[src/rtl/audio_in_deserializer.sv]
// I2S ADC capture: oversampled codec pins -> stereo frames -> FIFO with valid/ready.
// Optional build macro AUDIO_IN_MONO_MIX_EN drives both outputs with the channel average.
module audio_in_deserializer #(
  parameter int         AUDIO_DATA_WIDTH = 32,
  parameter logic [4:0] BIT_COUNTER_INIT = 5'd31,
  parameter int         FIFO_DEPTH       = 8
) (
  input  logic                        CLOCK_50,
  input  logic                        reset,
  input  logic                        AUD_BCLK,
  input  logic                        AUD_ADCLRCK,
  input  logic                        AUD_ADCDAT,
  output logic                        audio_valid,
  input  logic                        audio_ready,
  output logic [AUDIO_DATA_WIDTH-1:0] data_audio_left,
  output logic [AUDIO_DATA_WIDTH-1:0] data_audio_right,
  output logic                        overflow,
  input  logic                        clear_overflow
);

  localparam int DW = AUDIO_DATA_WIDTH;
  localparam int AW = $clog2(FIFO_DEPTH);

  typedef enum logic [1:0] {
    ST_SYNC  = 2'd0,
    ST_SKIP  = 2'd1,
    ST_SHIFT = 2'd2,
    ST_HOLD  = 2'd3
  } state_t;

  logic [2:0]      bclk_sync_q, bclk_sync_d;
  logic [1:0]      lrck_sync_q, lrck_sync_d;
  logic [1:0]      dat_sync_q, dat_sync_d;
  logic            lrck_prev_q, lrck_prev_d;
  state_t          state_q, state_d;
  logic [4:0]      cnt_q, cnt_d;
  logic [DW-1:0]   shift_q, shift_d;
  logic            word_lr_q, word_lr_d;
  logic [DW-1:0]   left_hold_q, left_hold_d;
  logic [DW-1:0]   right_hold_q, right_hold_d;
  logic            push_q, push_d;
  logic [2*DW-1:0] mem_q [FIFO_DEPTH];
  logic [2*DW-1:0] mem_d [FIFO_DEPTH];
  logic [AW:0]     wr_ptr_q, wr_ptr_d;
  logic [AW:0]     rd_ptr_q, rd_ptr_d;
  logic            valid_q, valid_d;
  logic [2*DW-1:0] head_q, head_d;
  logic            overflow_q, overflow_d;

  logic            bclk_rise_s;
  logic            lrck_s;
  logic            dat_s;
  logic            lrck_edge_s;
  logic            done_s;
  logic [DW-1:0]   word_s;
  logic [5:0]      shamt_s;
  logic [2*DW-1:0] fifo_wdata_s;
  logic            full_s;
  logic            pop_s;
  logic            push_ok_s;
  logic            drop_s;

  // Pin synchronisers and BCLK-qualified edge detection
  always_comb begin
    bclk_sync_d = {bclk_sync_q[1:0], AUD_BCLK};
    lrck_sync_d = {lrck_sync_q[0], AUD_ADCLRCK};
    dat_sync_d  = {dat_sync_q[0], AUD_ADCDAT};
    bclk_rise_s = bclk_sync_q[1] & ~bclk_sync_q[2];
    lrck_s      = lrck_sync_q[1];
    dat_s       = dat_sync_q[1];
    lrck_edge_s = bclk_rise_s & (lrck_s ^ lrck_prev_q);
    if (bclk_rise_s) begin
      lrck_prev_d = lrck_s;
    end else begin
      lrck_prev_d = lrck_prev_q;
    end
  end

  // Word-capture FSM; the BCLK rise that reveals an LRCK edge is the I2S
  // delay slot itself, so SKIP only arms the counter for one CLOCK_50 cycle.
  always_comb begin
    state_d   = state_q;
    cnt_d     = cnt_q;
    shift_d   = shift_q;
    word_lr_d = word_lr_q;
    done_s    = 1'b0;
    word_s    = '0;
    shamt_s   = {1'b0, cnt_q} + 6'd1;
    case (state_q)
      ST_SYNC: begin
        if (lrck_edge_s && !lrck_s) begin
          state_d = ST_SKIP;
        end else begin
          state_d = ST_SYNC;
        end
      end
      ST_SKIP: begin
        cnt_d     = BIT_COUNTER_INIT;
        shift_d   = '0;
        word_lr_d = lrck_s;
        state_d   = ST_SHIFT;
      end
      ST_SHIFT: begin
        if (lrck_edge_s) begin
          // Short word: left-justify what was captured, zero-filled below.
          done_s  = 1'b1;
          word_s  = shift_q << shamt_s;
          state_d = ST_SKIP;
        end else if (bclk_rise_s) begin
          shift_d = {shift_q[DW-2:0], dat_s};
          if (cnt_q == 5'd0) begin
            done_s  = 1'b1;
            word_s  = shift_d;
            state_d = ST_HOLD;
          end else begin
            cnt_d = cnt_q - 5'd1;
          end
        end else begin
          state_d = ST_SHIFT;
        end
      end
      ST_HOLD: begin
        if (lrck_edge_s) begin
          state_d = ST_SKIP;
        end else begin
          state_d = ST_HOLD;
        end
      end
      default: begin
        state_d = ST_SYNC;
      end
    endcase
  end

  // Channel holding registers; a finished right word schedules the frame push
  always_comb begin
    left_hold_d  = left_hold_q;
    right_hold_d = right_hold_q;
    push_d       = 1'b0;
    if (done_s) begin
      if (!word_lr_q) begin
        left_hold_d = word_s;
      end else begin
        right_hold_d = word_s;
        push_d       = 1'b1;
      end
    end else begin
      push_d = 1'b0;
    end
  end

`ifdef AUDIO_IN_MONO_MIX_EN
  logic [DW:0]   sum_s;
  logic [DW-1:0] mix_s;
  // Signed average of both channels, carried in one extra bit
  always_comb begin
    sum_s        = {left_hold_q[DW-1], left_hold_q} + {right_hold_q[DW-1], right_hold_q};
    mix_s        = DW'(sum_s >> 1);
    fifo_wdata_s = {mix_s, mix_s};
  end
`else
  // Channels pass through unchanged
  always_comb begin
    fifo_wdata_s = {left_hold_q, right_hold_q};
  end
`endif

  // Frame FIFO with registered head; the extra pointer MSB separates full from empty
  always_comb begin
    mem_d     = mem_q;
    full_s    = (wr_ptr_q[AW] != rd_ptr_q[AW]) && (wr_ptr_q[AW-1:0] == rd_ptr_q[AW-1:0]);
    pop_s     = valid_q & audio_ready;
    push_ok_s = push_q & (~full_s | pop_s);
    drop_s    = push_q & full_s & ~pop_s;
    if (push_ok_s) begin
      mem_d[wr_ptr_q[AW-1:0]] = fifo_wdata_s;
    end else begin
      mem_d = mem_q;
    end
    wr_ptr_d = wr_ptr_q + {{AW{1'b0}}, push_ok_s};
    rd_ptr_d = rd_ptr_q + {{AW{1'b0}}, pop_s};
    valid_d  = (wr_ptr_d != rd_ptr_d);
    if (valid_d) begin
      head_d = mem_d[rd_ptr_d[AW-1:0]];
    end else begin
      head_d = '0;
    end
    if (drop_s) begin
      overflow_d = 1'b1;
    end else if (clear_overflow) begin
      overflow_d = 1'b0;
    end else begin
      overflow_d = overflow_q;
    end
  end

  // State registers with synchronous reset
  always_ff @(posedge CLOCK_50) begin
    if (reset) begin
      bclk_sync_q  <= 3'b000;
      lrck_sync_q  <= 2'b00;
      dat_sync_q   <= 2'b00;
      lrck_prev_q  <= 1'b0;
      state_q      <= ST_SYNC;
      cnt_q        <= 5'd0;
      shift_q      <= '0;
      word_lr_q    <= 1'b0;
      left_hold_q  <= '0;
      right_hold_q <= '0;
      push_q       <= 1'b0;
      for (int i = 0; i < FIFO_DEPTH; i++) begin
        mem_q[i] <= '0;
      end
      wr_ptr_q     <= '0;
      rd_ptr_q     <= '0;
      valid_q      <= 1'b0;
      head_q       <= '0;
      overflow_q   <= 1'b0;
    end else begin
      bclk_sync_q  <= bclk_sync_d;
      lrck_sync_q  <= lrck_sync_d;
      dat_sync_q   <= dat_sync_d;
      lrck_prev_q  <= lrck_prev_d;
      state_q      <= state_d;
      cnt_q        <= cnt_d;
      shift_q      <= shift_d;
      word_lr_q    <= word_lr_d;
      left_hold_q  <= left_hold_d;
      right_hold_q <= right_hold_d;
      push_q       <= push_d;
      mem_q        <= mem_d;
      wr_ptr_q     <= wr_ptr_d;
      rd_ptr_q     <= rd_ptr_d;
      valid_q      <= valid_d;
      head_q       <= head_d;
      overflow_q   <= overflow_d;
    end
  end

  assign audio_valid      = valid_q;
  assign data_audio_left  = head_q[2*DW-1:DW];
  assign data_audio_right = head_q[DW-1:0];
  assign overflow         = overflow_q;

endmodule

[config.mk]
export PLATFORM = sky130hd
export DESIGN_NAME = audio_in_deserializer
export DESIGN_NICKNAME = d
export VERILOG_FILES = /design/src/rtl/audio_in_deserializer.sv
export SDC_FILE = /design/constraint.sdc
export NUM_CORES = 1
export LEC_CHECK = 0
export CORE_AREA = 2 2 334 336
export CTS_BUF_LIST = sky130_fd_sc_hd__clkbuf_2
export CTS_CLUSTER_DIAMETER = 150
export CTS_CLUSTER_SIZE = 20
export DETAILED_ROUTE_END_ITERATION = 7
export DIE_AREA = 0 0 336 338
export DONT_BUFFER_PORTS = 1
export MAX_ROUTING_LAYER = met4
export SKIP_CTS_REPAIR_TIMING = 1
export SLEW_MARGIN = 30
export SYNTH_ARGS = -nofsm -noshare
export SYNTH_HDL_FRONTEND = slang
export SYNTH_SLANG_ARGS = --single-unit
[constraint.sdc]
create_clock -name CLOCK_50 -period 7.26 [get_ports CLOCK_50]
set_clock_uncertainty 0.2 [all_clocks]
set_input_delay 1.089 -clock CLOCK_50 [delete_from_list [all_inputs] [get_ports CLOCK_50]]
set_output_delay 1.089 -clock CLOCK_50 [all_outputs]
set_load 0.02 [all_outputs]
==> flow_summary.yaml, run 1 <==
place:
  port_buffers: 0
  dp_hpwl_um: 65900
  dp_slack_ns: 2.06
  routabilityCongestion: 0.882
global_route:
  grt_max_degree: 596
  grt_pass1_wl_um: 188000
  track_usage_pct: 22.1
  overflow: 0
  first_global_vias: 28800
  antenna_found_initial: 4
route:
  ant_nets: 0
  drt_iter0_markers: 3834
  wirelength_um: 127000
  viasPerCell: 5.69
  drc: 0
  vias: 31300
  drt-pass1-iter-count: 8
  drt-wirelength-per-cell_um: 23.1
synth:
  avgSynthCellArea_sq_um: 7.56
  ys_types: 73
  async_flop_share_pct: 0
  syn-num-nets: 4347
  postSynthCellCount: 4334
  synth_edf_count: 0
  ys_warn_count: 0
  synth_flop_cell: "dfxtp_1"
  synth-seq-cells: 699
  synth-seq-area-share_pct: 42.7
  netlist_area_sq_um: 32800
status:
  violations: "slew limit"
  outcome: "finished, violations left"
timing:
  post-route-min-period_ns: 5.06
  rsz0062_at_grt: "no"
  clock.fmax_mhz: 198
  hold_viol_final: 0
  fin_ws_ns: 2.20
  min_period_over_period_pct: 69.7
  slew_headroom_pct: -12.4
  fin_tns_setup_ns: 0
  finalMaxSlewViolations: 290
  finalSetupViolCount: 0
  worst_pin_slew_ns: 1.69
floorplan:
  ioPinCount: 73
  fp-row-count: 122
  core_sq_um: 110000
  die_area_sq_um: 114000
  die_x_um: 336
  die-height_um: 338
  initial_core_util_pct: 29.8
cells_and_area:
  fillers: 11800
  multi_input_area_sq_um: 16600
  syn2layout_area_growth_pct: 4.18
  ff_latch_area_sq_um: 14000
  finish.utilization_pct: 31.0
  drive_gt1_share_pct: 5.18
  fin_nets: 4024
  mostFrequentLayoutCell: "nand2_1"
  final_cell_mix: "1206 x nand2_1, 697 x dfxtp_1, 600 x a21oi_1"
clocking:
  cts_tree: "done"
  htree_levels: 2
  ctsRootBufferMaster: "clkbuf_2"
  cts.sinks: 699
  clk_latency_ns: 1.31
  cts_buffers: 41
  clkSlewWorstSetupHoldPaths_ns: 0.42
  cts_buffer_depth: 3
power:
  clkPwrFrac_pct: 27.4
  total_power_w: 0.00544
  switching_power_w: 0.00133
  p_seq_share_pct: 71.1
  p_leak_nw: 9.80
  vdd_ir_drop_max_mv: 0.109
  power_frac_comb_pct: 1.5
  power_density_nw_per_um2: 159
  internal_power_w: 0.00411
  switching_share_pct: 24.5
setup_path:
  slowest_delay_ns: 0.80
  critPathKind: "register to register"
  arrival_ns: 6.06
  start_kind: "register"
  path_max_fanout: 49
  worstSetupEndpointType: "register"
  cp_cell_sequence: "xnor2_1, and3_1, nand2_1, and2_1, ha_1, ha_1, xnor2_1, nor2_1, a2111oi_4, buf_4, o211ai_1, o211ai_1"
  cp_slowest_cell: "buf_4"
  required_ns: 8.25
hold_path:
  min_path_type: "input port to register"
job:
  drv_cap: 0
power groups by stage:
stage               combinational [W]  sequential, W  clock, W
CTS                         0.0000160        0.00387   0.00152
finish                      0.0000799        0.00387   0.00149
floorplan                   0.0000554        0.00392         0
global placement            0.0000160        0.00392         0
global route                0.0000837        0.00388   0.00165
detailed placement          0.0000160        0.00392         0
state kept, by name, indices dropped and copies added (netlist names), 3 cells and up:
name / cells
cnt_q: 5
head_q: 64
shift_q: 32
rd_ptr_q: 4
right_hold_q: 32
wr_ptr_q: 4
bclk_sync_q: 3
left_hold_q: 32
mem_q: 512
path summary, 6_finish.rpt:
path         depth (start not counted)                           end  slack [ns]                      start
max reg2reg                         12         head_q[43]$_SDFF_PP0_        2.20     wr_ptr_q[1]$_SDFF_PP0_
min                                  4  left_hold_q[13]$_SDFFE_PP0P_        0.04                      reset
min reg2reg                          1     bclk_sync_q[2]$_SDFF_PP0_        0.23  bclk_sync_q[1]$_SDFF_PP0_
max                                 12         head_q[43]$_SDFF_PP0_        2.20     wr_ptr_q[1]$_SDFF_PP0_
stage by stage:
step / cell area (sq um) / hold WS (ns) / std cells
final: 34200 / 0.0410 / 5508
after global routing: 34200 / -0.00772 / 5508
after CTS: 34000 / -0.374 / 5496
after detailed placement: 33700 / 0.232 / 5449
after global placement: 33700 / 0.225 / 5449
after floorplan: 32800 / 0.214 / 4334
worst max-delay path, delay by kind of cell, from the launching register on:
family	cells	cell delay, ns
flip-flops	1	0.70
adder cells (fa/ha/maj)	2	0.39
AO/OA/AOI/OAI	3	0.74
AND/OR/NAND/NOR	4	1.47
buffers and inverters	1	0.80
XOR/XNOR	2	0.55
kinds of logic (layout without fill, tap and decap cells):
group,after synthesis,in the layout,share of synthesized area [%]
and+or+nand+nor,1529,1529,18.9
AOI/OAI and AO/OA,1375,1375,26.7
DFF,699,699,42.7
buffers and inverters,634,315,7.55
muxes,69,69,3.35
xor gates and xnor gates,22,22,0.634
adders and majority gates,6,6,0.229
other,0,5,0
area by class of cell:
type	instances	share of cell area [%]
well taps	1488	5.45
inverters	197	2.17
multi-input cells	3001	48.6
clock buffers	43	0.630
diodes	5	0.0366
repair buffers	71	1.90
flip-flops and latches	699	41.0
clock inverters	4	0.234
cells in the mapped netlist (19+ instances only):
cell type | instances | area, sq um
a21oi_1 | 600 | 3000
a221oi_1 | 64 | 561
a222oi_1 | 64 | 641
a22oi_1 | 68 | 510
a2bb2oi_1 | 64 | 561
buf_1 | 19 | 71.3
buf_2 | 37 | 185
clkbuf_1 | 371 | 1390
dfxtp_1 | 699 | 14000
inv_1 | 195 | 732
mux2i_1 | 22 | 220
mux4_2 | 31 | 698
nand2_1 | 1210 | 4540
nand3_1 | 49 | 245
nor2_1 | 115 | 432
nor2b_1 | 85 | 532
o211ai_1 | 131 | 983
o21ai_0 | 201 | 1010
o21ai_1 | 33 | 165
o41ai_1 | 64 | 561
per-layer routing:
metal	wire (um)	vias up	part of all wire [%]	track usage, %
li1	-	14300	-	-
met1	53300	15200	42	28.7
met2	57500	1593	45	34.8
met3	12300	286	9.7	3.99
met4	3790	0	3.0	6.65
met5	0	-	0	-
No activity file was read; power rests on OpenSTA's default activity.
==> inputs of run 2 (changes only) <==
Clock period 7.26 ns to 5.1 ns, I/O delays scaled along.
==> flow_summary.yaml, run 2 (synthesized netlist as in run 1, its figures left out) <==
global_route:
  antenna_found_initial: 8
  overflow: 0
  first_global_vias: 28200
  grt_pass1_wl_um: 183000
  grt_max_degree: 596
  track_usage_pct: 21.5
setup_path:
  required_ns: 6.01
  critPathKind: "register to register"
  cp_cell_sequence: "xnor2_1, and3_1, nand2_1, and2_1, ha_1, ha_1, xnor2_1, nor2_1, a2111oi_4, buf_12, o211ai_1, o211ai_1"
  start_kind: "register"
  path_delay_family: "simple AND/OR/NAND/NOR gates"
  reg2reg_slack_ns: 0.59
  cp_slowest_cell: "dfxtp_1"
  path_buf_inv: 1
  path_max_fanout: 48
  worstSetupEndpointType: "register"
  slowest_delay_ns: 0.67
  arrival_ns: 5.41
job:
  drv_cap: 0
timing:
  slew_headroom_pct: 2.48
  rsz0062_at_grt: "no"
  min_period_over_period_pct: 88.3
  fin_tns_setup_ns: 0
  finalMaxSlewViolations: 0
  clock.fmax_mhz: 222
  fin_ws_ns: 0.595
  worst_pin_slew_ns: 1.46
  hold_viol_final: 0
  post-route-min-period_ns: 4.51
  finalSetupViolCount: 0
cells_and_area:
  max_flop_register: "mem_q"
  fin_nets: 4366
  drive_gt1_share_pct: 5.01
  final_cell_mix: "1206 x nand2_1, 697 x dfxtp_1, 600 x a21oi_1"
  mostFrequentLayoutCell: "nand2_1"
  fillers: 11600
  multi_input_area_sq_um: 16600
  syn2layout_area_growth_pct: 14.8
  largest_register_ffs: 512
  ff_latch_area_sq_um: 14000
  top_regs: "mem_q: 512 flops, head_q: 64 flops"
route:
  drt-pass1-iter-count: 8
  viasPerCell: 5.54
  drc: 9
  vias: 32400
  drt-wirelength-per-cell_um: 21.9
  wirelength_um: 128000
  drt_iter0_markers: 3936
  ant_nets: 0
status:
  outcome: "finished, violations left"
  violations: "DRC"
hold_path:
  min_path_type: "input port to register"
floorplan:
  fp-row-count: 122
  die_x_um: 336
  ioPinCount: 73
  core_sq_um: 110000
  initial_core_util_pct: 29.8
  die-height_um: 338
  die_area_sq_um: 114000
clocking:
  clkSlewWorstSetupHoldPaths_ns: 0.40
  cts_tree: "done"
  cts.sinks: 699
  cts_buffer_depth: 3
  htree_levels: 2
  ctsRootBufferMaster: "clkbuf_2"
  cts_buffers: 40
  clk_latency_ns: 1.20
place:
  dp_slack_ns: 0.706
  port_buffers: 0
  dp_hpwl_um: 67600
  routabilityCongestion: 0.908
power:
  power_density_nw_per_um2: 202
  vdd_ir_drop_max_mv: 0.129
  p_leak_nw: 12.2
run 2: cell count changes in the layout (fill, tap and decap cells not counted), sizes merged:
cell	previous run	this run
buf	66	78
clkinv	1	0
bufinv	2	1
diode	5	8
dlygate4sd3	5	336
clkbuf	43	41
run 2: metal layers:
layer	track usage (%)	up-vias	routed length, um
li1	-	14900	-
met1	28.7	15600	53400
met2	34.2	1629	58700
met3	2.76	282	12100
met4	5.66	0	3870
met5	-	-	0
run 2: final timing paths:
| path | startpoint | to | cells after the start |
|---|---|---|---|
| worst min-delay path | reset | mem_q[452]$_SDFF_PP0_ | 2 |
| worst min register to register | mem_q[40]$_SDFF_PP0_ | mem_q[40]$_SDFF_PP0_ | 2 |
| worst max register to register | wr_ptr_q[2]$_SDFF_PP0_ | head_q[42]$_SDFF_PP0_ | 12 |
| worst max-delay path | wr_ptr_q[2]$_SDFF_PP0_ | head_q[42]$_SDFF_PP0_ | 12 |
run 2: final cells by class:
type                            instances  area share [%]
Clock inverter                          2          0.0897
Antenna cell                            8          0.0532
Multi-Input combinational cell       3001            44.1
Timing Repair Buffer                  414            11.1
Sequential cell                       699            37.2
Tap cell                             1488            4.95
Clock buffer                           41           0.545
Inverter                              197            1.96
run 2: through the flow:
stage	total power (W)	cell area (sq um)	hold WS (ns)	cells	util [%]
after floorplan	0.00566	32800	0.214	4334	-
after global placement	0.00561	33900	0.223	5460	30.8
after detailed placement	0.00561	33900	0.220	5460	30.8
after CTS	0.00757	34200	-0.618	5503	31.1
after global routing	0.00782	37600	-0.0266	5850	34.2
final	0.00760	37600	0.0433	5850	34.2
run 2: report_power, final:
part / switching (W) / total (W) / leakage [nW] / internal [W]
Combinational: 0.0000758 / 0.0000945 / 6.37 / 0.0000187
Clock: 0.00174 / 0.00200 / 0.189 / 0.000260
Sequential: 0.00000201 / 0.00551 / 5.63 / 0.00551
Total: 0.00182 / 0.00760 / 12.2 / 0.00578
